===== src/rtl/atan2_cordic.sv =====
// -----------------------------------------------------------------------------
// atan2_cordic
//   Iterative vectoring-mode CORDIC that computes atan2(y, x) and, optionally,
//   the vector magnitude sqrt(x^2 + y^2). Inputs and outputs are signed Q15.16.
//
//   One operation takes ITERATIONS+2 cycles from the accept edge to out_valid:
//     1 cycle  PREROT : fold the left half-plane into the right half-plane.
//     N cycles ITER   : one micro-rotation per cycle.
//     1 cycle  ITER   : finalise (gain compensation, zero-input override).
//   The result is then held in DONE until the consumer takes it.
//
//   Configuration macro:
//     ATAN2_MAG_EN  defined   -> mag_out = final x * K (K = 0.607253), saturated.
//                   undefined -> no gain multiplier, mag_out tied to 0.
//
// Ports
//   clk        rising-edge clock
//   rst_n      asynchronous active-low reset
//   in_valid   x_in / y_in valid
//   in_ready   block idle and can accept (high only in IDLE)
//   x_in       signed Q15.16 x coordinate
//   y_in       signed Q15.16 y coordinate
//   out_valid  angle_out / mag_out valid (high only in DONE)
//   out_ready  consumer accepts the result
//   angle_out  signed Q15.16 atan2(y, x) in radians, range (-pi, pi]
//   mag_out    Q15.16 magnitude, unsigned value in a signed container
// -----------------------------------------------------------------------------
module atan2_cordic #(
  parameter int ITERATIONS = 16
) (
  input  logic        clk,
  input  logic        rst_n,
  input  logic        in_valid,
  output logic        in_ready,
  input  logic [31:0] x_in,
  input  logic [31:0] y_in,
  output logic        out_valid,
  input  logic        out_ready,
  output logic [31:0] angle_out,
  output logic [31:0] mag_out
);

  typedef enum logic [1:0] {IDLE, PREROT, ITER, DONE} state_t;

  localparam logic [4:0]         LAST_CNT = 5'(ITERATIONS);
  localparam logic signed [31:0] HALF_PI  = 32'sh0001_921F;

  state_t state, state_nx;

  logic signed [33:0] x_r, y_r;
  logic signed [31:0] z_r;
  logic [4:0]         cnt;
  logic               zero_r;   // both inputs were zero at accept

  logic signed [33:0] x_sh, y_sh;
  logic [31:0]        mag_calc;

  // round(atan(2^-i) * 65536)
  function automatic logic signed [31:0] atan_tab(input logic [4:0] i);
    case (i)
      5'd0:    atan_tab = 32'sh0000_C910;
      5'd1:    atan_tab = 32'sh0000_76B2;
      5'd2:    atan_tab = 32'sh0000_3EB7;
      5'd3:    atan_tab = 32'sh0000_1FD6;
      5'd4:    atan_tab = 32'sh0000_0FFB;
      5'd5:    atan_tab = 32'sh0000_07FF;
      5'd6:    atan_tab = 32'sh0000_0400;
      5'd7:    atan_tab = 32'sh0000_0200;
      5'd8:    atan_tab = 32'sh0000_0100;
      5'd9:    atan_tab = 32'sh0000_0080;
      5'd10:   atan_tab = 32'sh0000_0040;
      5'd11:   atan_tab = 32'sh0000_0020;
      5'd12:   atan_tab = 32'sh0000_0010;
      5'd13:   atan_tab = 32'sh0000_0008;
      5'd14:   atan_tab = 32'sh0000_0004;
      5'd15:   atan_tab = 32'sh0000_0002;
      default: atan_tab = 32'sh0000_0000;
    endcase
  endfunction

  // ---------------------------------------------------------------------------
  // State register and next-state logic
  // ---------------------------------------------------------------------------
  // NOTE: sequential state uses non-blocking assignments so every register
  // samples the pre-edge values, independent of process ordering.
  always_ff @(posedge clk or negedge rst_n) begin
    if (!rst_n) state <= IDLE;
    else        state <= state_nx;
  end

  // NOTE: every output of a combinational block gets a default first, so no
  // path leaves it unassigned and no latch is inferred.
  always_comb begin
    state_nx = state;
    case (state)
      IDLE:    if (in_valid)          state_nx = PREROT;
      PREROT:                         state_nx = ITER;
      ITER:    if (cnt == LAST_CNT)   state_nx = DONE;
      DONE:    if (out_ready)         state_nx = IDLE;
      default:                        state_nx = IDLE;
    endcase
  end

  assign in_ready  = (state == IDLE);
  assign out_valid = (state == DONE);

  // ---------------------------------------------------------------------------
  // Micro-rotation shifts (arithmetic, on the pre-update values)
  // ---------------------------------------------------------------------------
  assign x_sh = x_r >>> cnt;
  assign y_sh = y_r >>> cnt;

  // ---------------------------------------------------------------------------
  // Magnitude: final x carries the CORDIC gain (~1.6468); scale by 1/gain.
  // ---------------------------------------------------------------------------
`ifdef ATAN2_MAG_EN
  localparam logic signed [16:0] K_GAIN = 17'sh0_9B75;

  logic signed [50:0] mag_prod;
  logic signed [50:0] mag_shift;

  assign mag_prod  = 51'(x_r) * 51'(K_GAIN);
  assign mag_shift = mag_prod >>> 16;

  always_comb begin
    if (mag_shift[50])          mag_calc = 32'h0000_0000;   // cannot happen in range
    else if (|mag_shift[49:31]) mag_calc = 32'h7FFF_FFFF;   // saturate
    else                        mag_calc = mag_shift[31:0];
  end
`else
  assign mag_calc = 32'h0000_0000;
`endif

  // ---------------------------------------------------------------------------
  // Datapath
  // ---------------------------------------------------------------------------
  // NOTE: the datapath registers are reset as well so the outputs read zero
  // while in reset and no stale result survives it.
  always_ff @(posedge clk or negedge rst_n) begin
    if (!rst_n) begin
      x_r       <= '0;
      y_r       <= '0;
      z_r       <= '0;
      cnt       <= '0;
      zero_r    <= 1'b0;
      angle_out <= '0;
      mag_out   <= '0;
    end else begin
      case (state)
        IDLE: begin
          if (in_valid) begin
            x_r    <= {{2{x_in[31]}}, x_in};
            y_r    <= {{2{y_in[31]}}, y_in};
            zero_r <= (x_in == 32'h0) && (y_in == 32'h0);
          end
        end

        PREROT: begin
          cnt <= '0;
          if (!x_r[33]) begin
            z_r <= '0;
          end else if (!y_r[33]) begin
            // rotate by -90 deg: y = 0 lands here, so x<0,y=0 ends near +pi
            x_r <= y_r;
            y_r <= -x_r;
            z_r <= HALF_PI;
          end else begin
            // rotate by +90 deg
            x_r <= -y_r;
            y_r <= x_r;
            z_r <= -HALF_PI;
          end
        end

        ITER: begin
          if (cnt != LAST_CNT) begin
            if (!y_r[33]) begin
              x_r <= x_r + y_sh;
              y_r <= y_r - x_sh;
              z_r <= z_r + atan_tab(cnt);
            end else begin
              x_r <= x_r - y_sh;
              y_r <= y_r + x_sh;
              z_r <= z_r - atan_tab(cnt);
            end
            cnt <= cnt + 5'd1;
          end else begin
            // finalise: the rotation still ran for a zero input, but its
            // angle is meaningless, so the result is forced to zero
            angle_out <= zero_r ? 32'h0 : z_r;
            mag_out   <= zero_r ? 32'h0 : mag_calc;
          end
        end

        default: ;  // DONE: hold results
      endcase
    end
  end

endmodule


===== config.mk =====
export PLATFORM = sky130hd
export DESIGN_NAME = atan2_cordic
export DESIGN_NICKNAME = d
export VERILOG_FILES = /design/src/rtl/atan2_cordic.sv
export SDC_FILE = /design/constraint.sdc
export NUM_CORES = 1
export LEC_CHECK = 0
export CORE_UTILIZATION = 23
export CTS_CLUSTER_DIAMETER = 80
export DETAILED_ROUTE_END_ITERATION = 6
export GPL_ROUTABILITY_DRIVEN = 0
export HOLD_SLACK_MARGIN = 0.03
export SETUP_SLACK_MARGIN = 0.2
export SYNTH_ARGS = -nofsm -noshare
export SYNTH_HDL_FRONTEND = slang
export SYNTH_SLANG_ARGS = --single-unit

===== constraint.sdc =====
create_clock -name clk -period 7.1 [get_ports clk]
set_clock_uncertainty 0.05 [all_clocks]
set_input_delay 1.42 -clock clk [delete_from_list [all_inputs] [get_ports clk]]
set_output_delay 1.42 -clock clk [all_outputs]
set_load 0.01 [all_outputs]

### After elaboration in Yosys (flattened, before gate mapping)

Memory sizes are Yosys's and may differ from the RTL's.
Index checks and enable logic that the tools add are counted.

* register bits after elaboration: 140
* bits in read-only memories: 512
* bits of input ports: 68
* output and inout bits: 66
* word-level logic and storage cells: 76
* memories: 2

Memory list
* (no name shown): depth 16, bits a word 16, read ports 1, clocked after Yosys merged registers in 0, write ports 0, RTL line 60 `case (i)`
* (no name shown): depth 16, bits a word 16, read ports 1, clocked after Yosys merged registers in 0, write ports 0, RTL line 60

* $add $sub $neg: 9
* eq/ne operators: 10
* shifts and indexed selects: 2
* mux-type cells: 32
* bitwise gates (word level): 1
* reduce and logical (&&, ||, !) cells: 12

Operators with widths (count)
* two-way mux 32 bit: 13
* two-way mux 34 bit: 10
* case mux 34 bit (3 select lines): 2
* adder 34 bit: 2
* negation 34 bit: 2
* >>> shifter 34 x 5 -> 34 bit: 2
* subtractor 34 bit: 2
* logical NOT 32 bit: 2
* case mux 32 bit (2 select lines): 1
* adder 32 bit: 1
* subtractor 32 bit: 1
* case mux 5 bit (2 select lines): 1
* != test 2 bit (second input constant): 4
* case mux 2 bit (4 select lines): 1
* two-way mux 2 bit: 3
* AND reduction 2 bit: 3
* AND reduction 3 bit: 2
* adder 5 x 1 -> 5 bit (second input constant): 1
* equality test 5 bit (second input constant): 1
* two-way mux 5 bit: 1
* != test 5 bit (second input constant): 1
* equality test 2 bit (second input constant): 2
* AND reduction 4 bit: 1
* nonzero test 3 bit: 1
* 6 further kinds: 6

### Depth between registers and ports, before layout

An unclocked memory read counts as a cell.

* depth in word-level cells: 9
* gate-level depth with buffers: 30
* mapped depth without buffers: 25

### Worst setup path before layout

Ideal clock, no wire load.

* path kind: reg-to-reg
* start point: register cnt[0]
* end point: register z_r[30]
* arrival: 5.848 ns
* setup slack: 1.125 ns
* stages on the path, launching flop included: 29
* buffers on the path: 5
* period minus slack after synthesis: 5.975 ns
* cell sequence: dfrtp_1 > buf_4 > inv_2 > buf_2 > buf_1 > clkbuf_1 > ha_1 > a21oi_1 > nand2_1 > o211a_1 > nor3b_1 > nor2b_1 > nor2b_1 > and2_1 > a21boi_1 > or2_2 > clkbuf_1 > xor2_1 > ha_1 > nand2_1 > or4_1 > a21oi_1 > o2111ai_1 > a21boi_0 > o41ai_1 > o21ai_0 > o41ai_1 > xor2_1 > a21oi_1

* word-level cells in the longest chain between the ends: 9
* elaborated cells on any way between the ends: 18

RTL lines
* from (decl): RTL line 52 `logic [4:0] cnt;`
* from (signal assigned): RTL line 186 `cnt <= cnt + 5'd1;`
* memory (16 x 16 bit)
* two-way mux 32 bit: RTL line 60
* two-way mux 32 bit: RTL line 177 `if (!y_r[33]) begin`
* two-way mux 32 bit: RTL line 176 `if (cnt != LAST_CNT) begin`
* two-way mux 32 bit: RTL line 149 `case (state)`
* adder 32 bit or subtractor 32 bit (tied branches): RTL line 180, 184
* two-way mux 32 bit: RTL line 177
* two-way mux 32 bit: RTL line 176
* case mux 32 bit (2 select lines): RTL line 149
* to (signal assigned): RTL line 171 `z_r <= -HALF_PI;`
* to (signal assigned): RTL line 180 `z_r <= z_r + atan_tab(cnt);`
* to (signal assigned): RTL line 184 `z_r <= z_r - atan_tab(cnt);`
* to (decl): RTL line 51 `logic signed [31:0] z_r;`

Several ways; a longest one is shown, not always the timed one. The select of a mux whose other input is x is not followed.
A chain may end at the register's enable or synchronous reset.

### Worst setup path after layout

* start point: register cnt[1]
* end point: register x_r[23]

* word-level cells in the longest chain between the ends: 5
* elaborated cells on any way between the ends: 9

RTL lines
* >>> shifter 34 x 5 -> 34 bit: RTL line 111 `assign y_sh = y_r >>> cnt;`
* adder 34 bit or subtractor 34 bit (tied branches): RTL line 178, 182
* two-way mux 34 bit: RTL line 177
* two-way mux 34 bit: RTL line 176
* case mux 34 bit (3 select lines): RTL line 149
* to (signal assigned): RTL line 152 `x_r <= {{2{x_in[31]}}, x_in};`
* to (signal assigned): RTL line 178 `x_r <= x_r + y_sh;`
* to (signal assigned): RTL line 182 `x_r <= x_r - y_sh;`
* to (decl): RTL line 50 `logic signed [33:0] x_r, y_r;`

Several ways; a longest one is shown, not always the timed one. The select of a mux whose other input is x is not followed.

==> results.sh <==
export IMPL_crit_buf_inv=3
export IMPL_slowest_delay_ps=630
export IMPL_seq_area_frac_synth_pct=17.1
export IMPL_wire_per_inst_um=22.6
export IMPL_multi_input_comb_area_mm2=0.0157
export IMPL_areaGrowthSynthToFinish_pct=14.2
export IMPL_die_y_um=300
export IMPL_worstSetupPathType="reg2reg"
export IMPL_ys_flop_type="dfrtp_1"
export IMPL_whs_ps=427
export IMPL_drc_errors=0
export IMPL_critPathCaptureType="flop"
export IMPL_diodes=0
export IMPL_synth_area_leader_cell="dfrtp_1"
export IMPL_ant_nets=0
export IMPL_required_ps=7460
export IMPL_setup_violations_final=0
export IMPL_worstHoldPathType="reg2reg"
export IMPL_layout_drive_gt1_share_pct=10.7
export IMPL_post_place_cells=3786
export IMPL_clock_fmax_ghz=0.152
export IMPL_start_util_pct=23.2
export IMPL_relSlewSlack_pct=24.9
export IMPL_path_common_cell="a21o_1"
export IMPL_totalWireLength_um=86500
export IMPL_hold_viol=0
export IMPL_vias_per_cell=5.75
export IMPL_synthTopCellsByArea="dfrtp_1 (17%), mux4_2 (7.5%), ha_1 (7.0%)"
export IMPL_yosysUniqueCellTypes=96
export IMPL_cts_tree="built"
export IMPL_path_max_fanout=13
export IMPL_synth_top_area_share_pct=17.1
export IMPL_rsz0062_at_grt="no"
export IMPL_final_cell_count_no_fill=3823
export IMPL_slowest_stage="dfrtp_4"
export IMPL_overflow=0
export IMPL_final_common_cell="nand2_1"
export IMPL_ys_warn_count=0
export IMPL_final_seq_area_mm2=0.00352
export IMPL_outcome="complete, no violations"
export IMPL_htreeDepth=4
export IMPL_die_w_um=300
export IMPL_drv_slew=0
export IMPL_antenna_found_initial=4
export IMPL_drtIter0Drc=2875
export IMPL_num_io_pins=134
export IMPL_layout_common_cells="nand2_1 (261), o21ai_0 (246), a21oi_1 (215), nor2_1 (213), dfrtp_1 (134)"
export IMPL_clk_latency_ps=500
export IMPL_async_reset_ff_share_pct=100
export IMPL_cts_hold_buf=0
export IMPL_cts_sinks=140
export IMPL_synthCells=2642
export IMPL_gr_usage_all_layers_pct=18.7
export IMPL_finish_utilization_pct=26.5
export IMPL_syn_mean_instance_area_um2=7.75
export IMPL_fillers=9646
export IMPL_syn_area_mm2=0.0205
export IMPL_vias=21971
export IMPL_cts_made_buffers=17
export IMPL_grt_start_max_net_pins=99
export IMPL_numPortBuffers=101
export IMPL_root_buffer="clkbuf_16"
export IMPL_first_global_vias=20101
export IMPL_hpwlAfterDp_um=64500
export IMPL_layout_nets=2831
export IMPL_crit_arrival_ps=6940
export IMPL_dieArea_mm2=0.0903
export IMPL_cp_start_kind="flop"
export IMPL_maxCapViolations=0
export IMPL_grt_pass1_wl_um=129000
export IMPL_drt_first_pass_iters=7
export IMPL_min_period_over_period_pct=92.6
export IMPL_worst_slew_pin_slew_ps=1120
export IMPL_core_rowCount=109
export IMPL_ys_ff_latch=140
export IMPL_min_period_ps=6570
export IMPL_fp_coreArea_mm2=0.0882
export IMPL_final_setup_tns_ps=0
export IMPL_synth_edf_count=0
export IMPL_crit_family="compound AO/OA/AOI/OAI gates"
export IMPL_clockBufferDepth=2
export IMPL_cts_reportedPaths_clkPinSlew_ps=70
## metrics by stage
stage	setup slack [ps]	cell area, um^2
6_report	526	23400
5_1_grt	177	23400
4_1_cts	314	23300
3_5_place_dp	365	22700
3_3_place_gp	458	22700
2_1_floorplan	1120	20600
## cell families (layout without fill, tap and decap cells)
| kind of cell | count (synthesis) | in the layout | synth area share, % |
|---|---|---|---|
| AO/OA/AOI/OAI | 881 | 881 | 27.6 |
| XOR/XNOR | 209 | 209 | 9.00 |
| adder cells (fa/ha/maj) | 118 | 118 | 7.32 |
| buffers and inverters | 310 | 295 | 7.00 |
| flip-flops | 140 | 140 | 17.1 |
| multiplexers | 174 | 174 | 13.0 |
| other | 1 | 32 | 0.0183 |
| AND/OR/NAND/NOR | 809 | 809 | 19.0 |
## worst reg2reg max path, cell delays in order (launching register included)
cell and delay, ps:
dfrtp_4 630, buf_8 240, nor2b_1 480, a22oi_1 210, o21a_1 190, a21o_1 250, a21oi_1 360, ha_1 290
inv_1 80, nor2_1 280, nor2_1 110, nor2_1 180, a31oi_1 120, xnor2_1 270, ha_1 350, a21o_1 180
a21o_1 170, a221oi_1 270, o31ai_1 200, buf_4 210, a31o_2 260, a21o_1 180, a21o_1 200, a21oi_1 250
mux2i_1 230, a21oi_1 80, o21ai_0 180
## state kept, by name (all words and copies together) (netlist names)
name / count
cnt: 5
angle_out: 32
x_r: 34
y_r: 34
z_r: 32
zero_r: 1
state: 2
## layout make-up
type | instances | share of cell area (%)
Multi-Input combinational cell | 2223 | 67.2
Timing Repair Buffer | 198 | 7.92
Inverter | 65 | 1.06
Tap cell | 1165 | 6.23
Clock inverter | 13 | 0.567
Clock buffer | 19 | 1.94
Sequential cell | 140 | 15.1
## repair_timing
action,4_1_cts,5_1_grt
buffers inserted,0,5
gates resized for setup,0,12
setup endpoints to repair,0,16
## routing by layer
metal	GRT usage, %	wire, um	part of all wire [%]	up-vias
met3	5.91	10800	13	338
li1	-	-	-	9728
met5	0.0529	65	0.075	-
met1	24.9	35700	41	10376
met2	26.6	34600	40	1519
met4	9.83	5340	6.2	10
## final timing paths
kind / startpoint / to / slack, ps / cells after the start
setup / recovery: cnt[1] / x_r[23] / 530 / 26
hold / removal: angle_out[29] / angle_out[29] / 430 / 2
setup reg to reg: cnt[1] / x_r[23] / 530 / 26
hold reg to reg: angle_out[29] / angle_out[29] / 430 / 2
max in group asynchronous: rst_n / x_r[7] / 4960 / 2
min in group asynchronous: rst_n / angle_out[29] / 880 / 1
## synth_stat cells (48+ instances only)
cell      count
a21oi_1     217
xor2_1       86
xnor2_1     122
nor2_1      214
nand2_1     261
nor3_1       49
clkbuf_1    146
nand2b_1     49
mux4_2       68
o21ai_0     246
inv_1        58
mux2i_1      72
a21o_1       48
dfrtp_1     140
ha_1        115
Power is left out: the tool's default activity adds up to more than one toggle a clock period on the data nets, which glitch-free logic cannot reach.
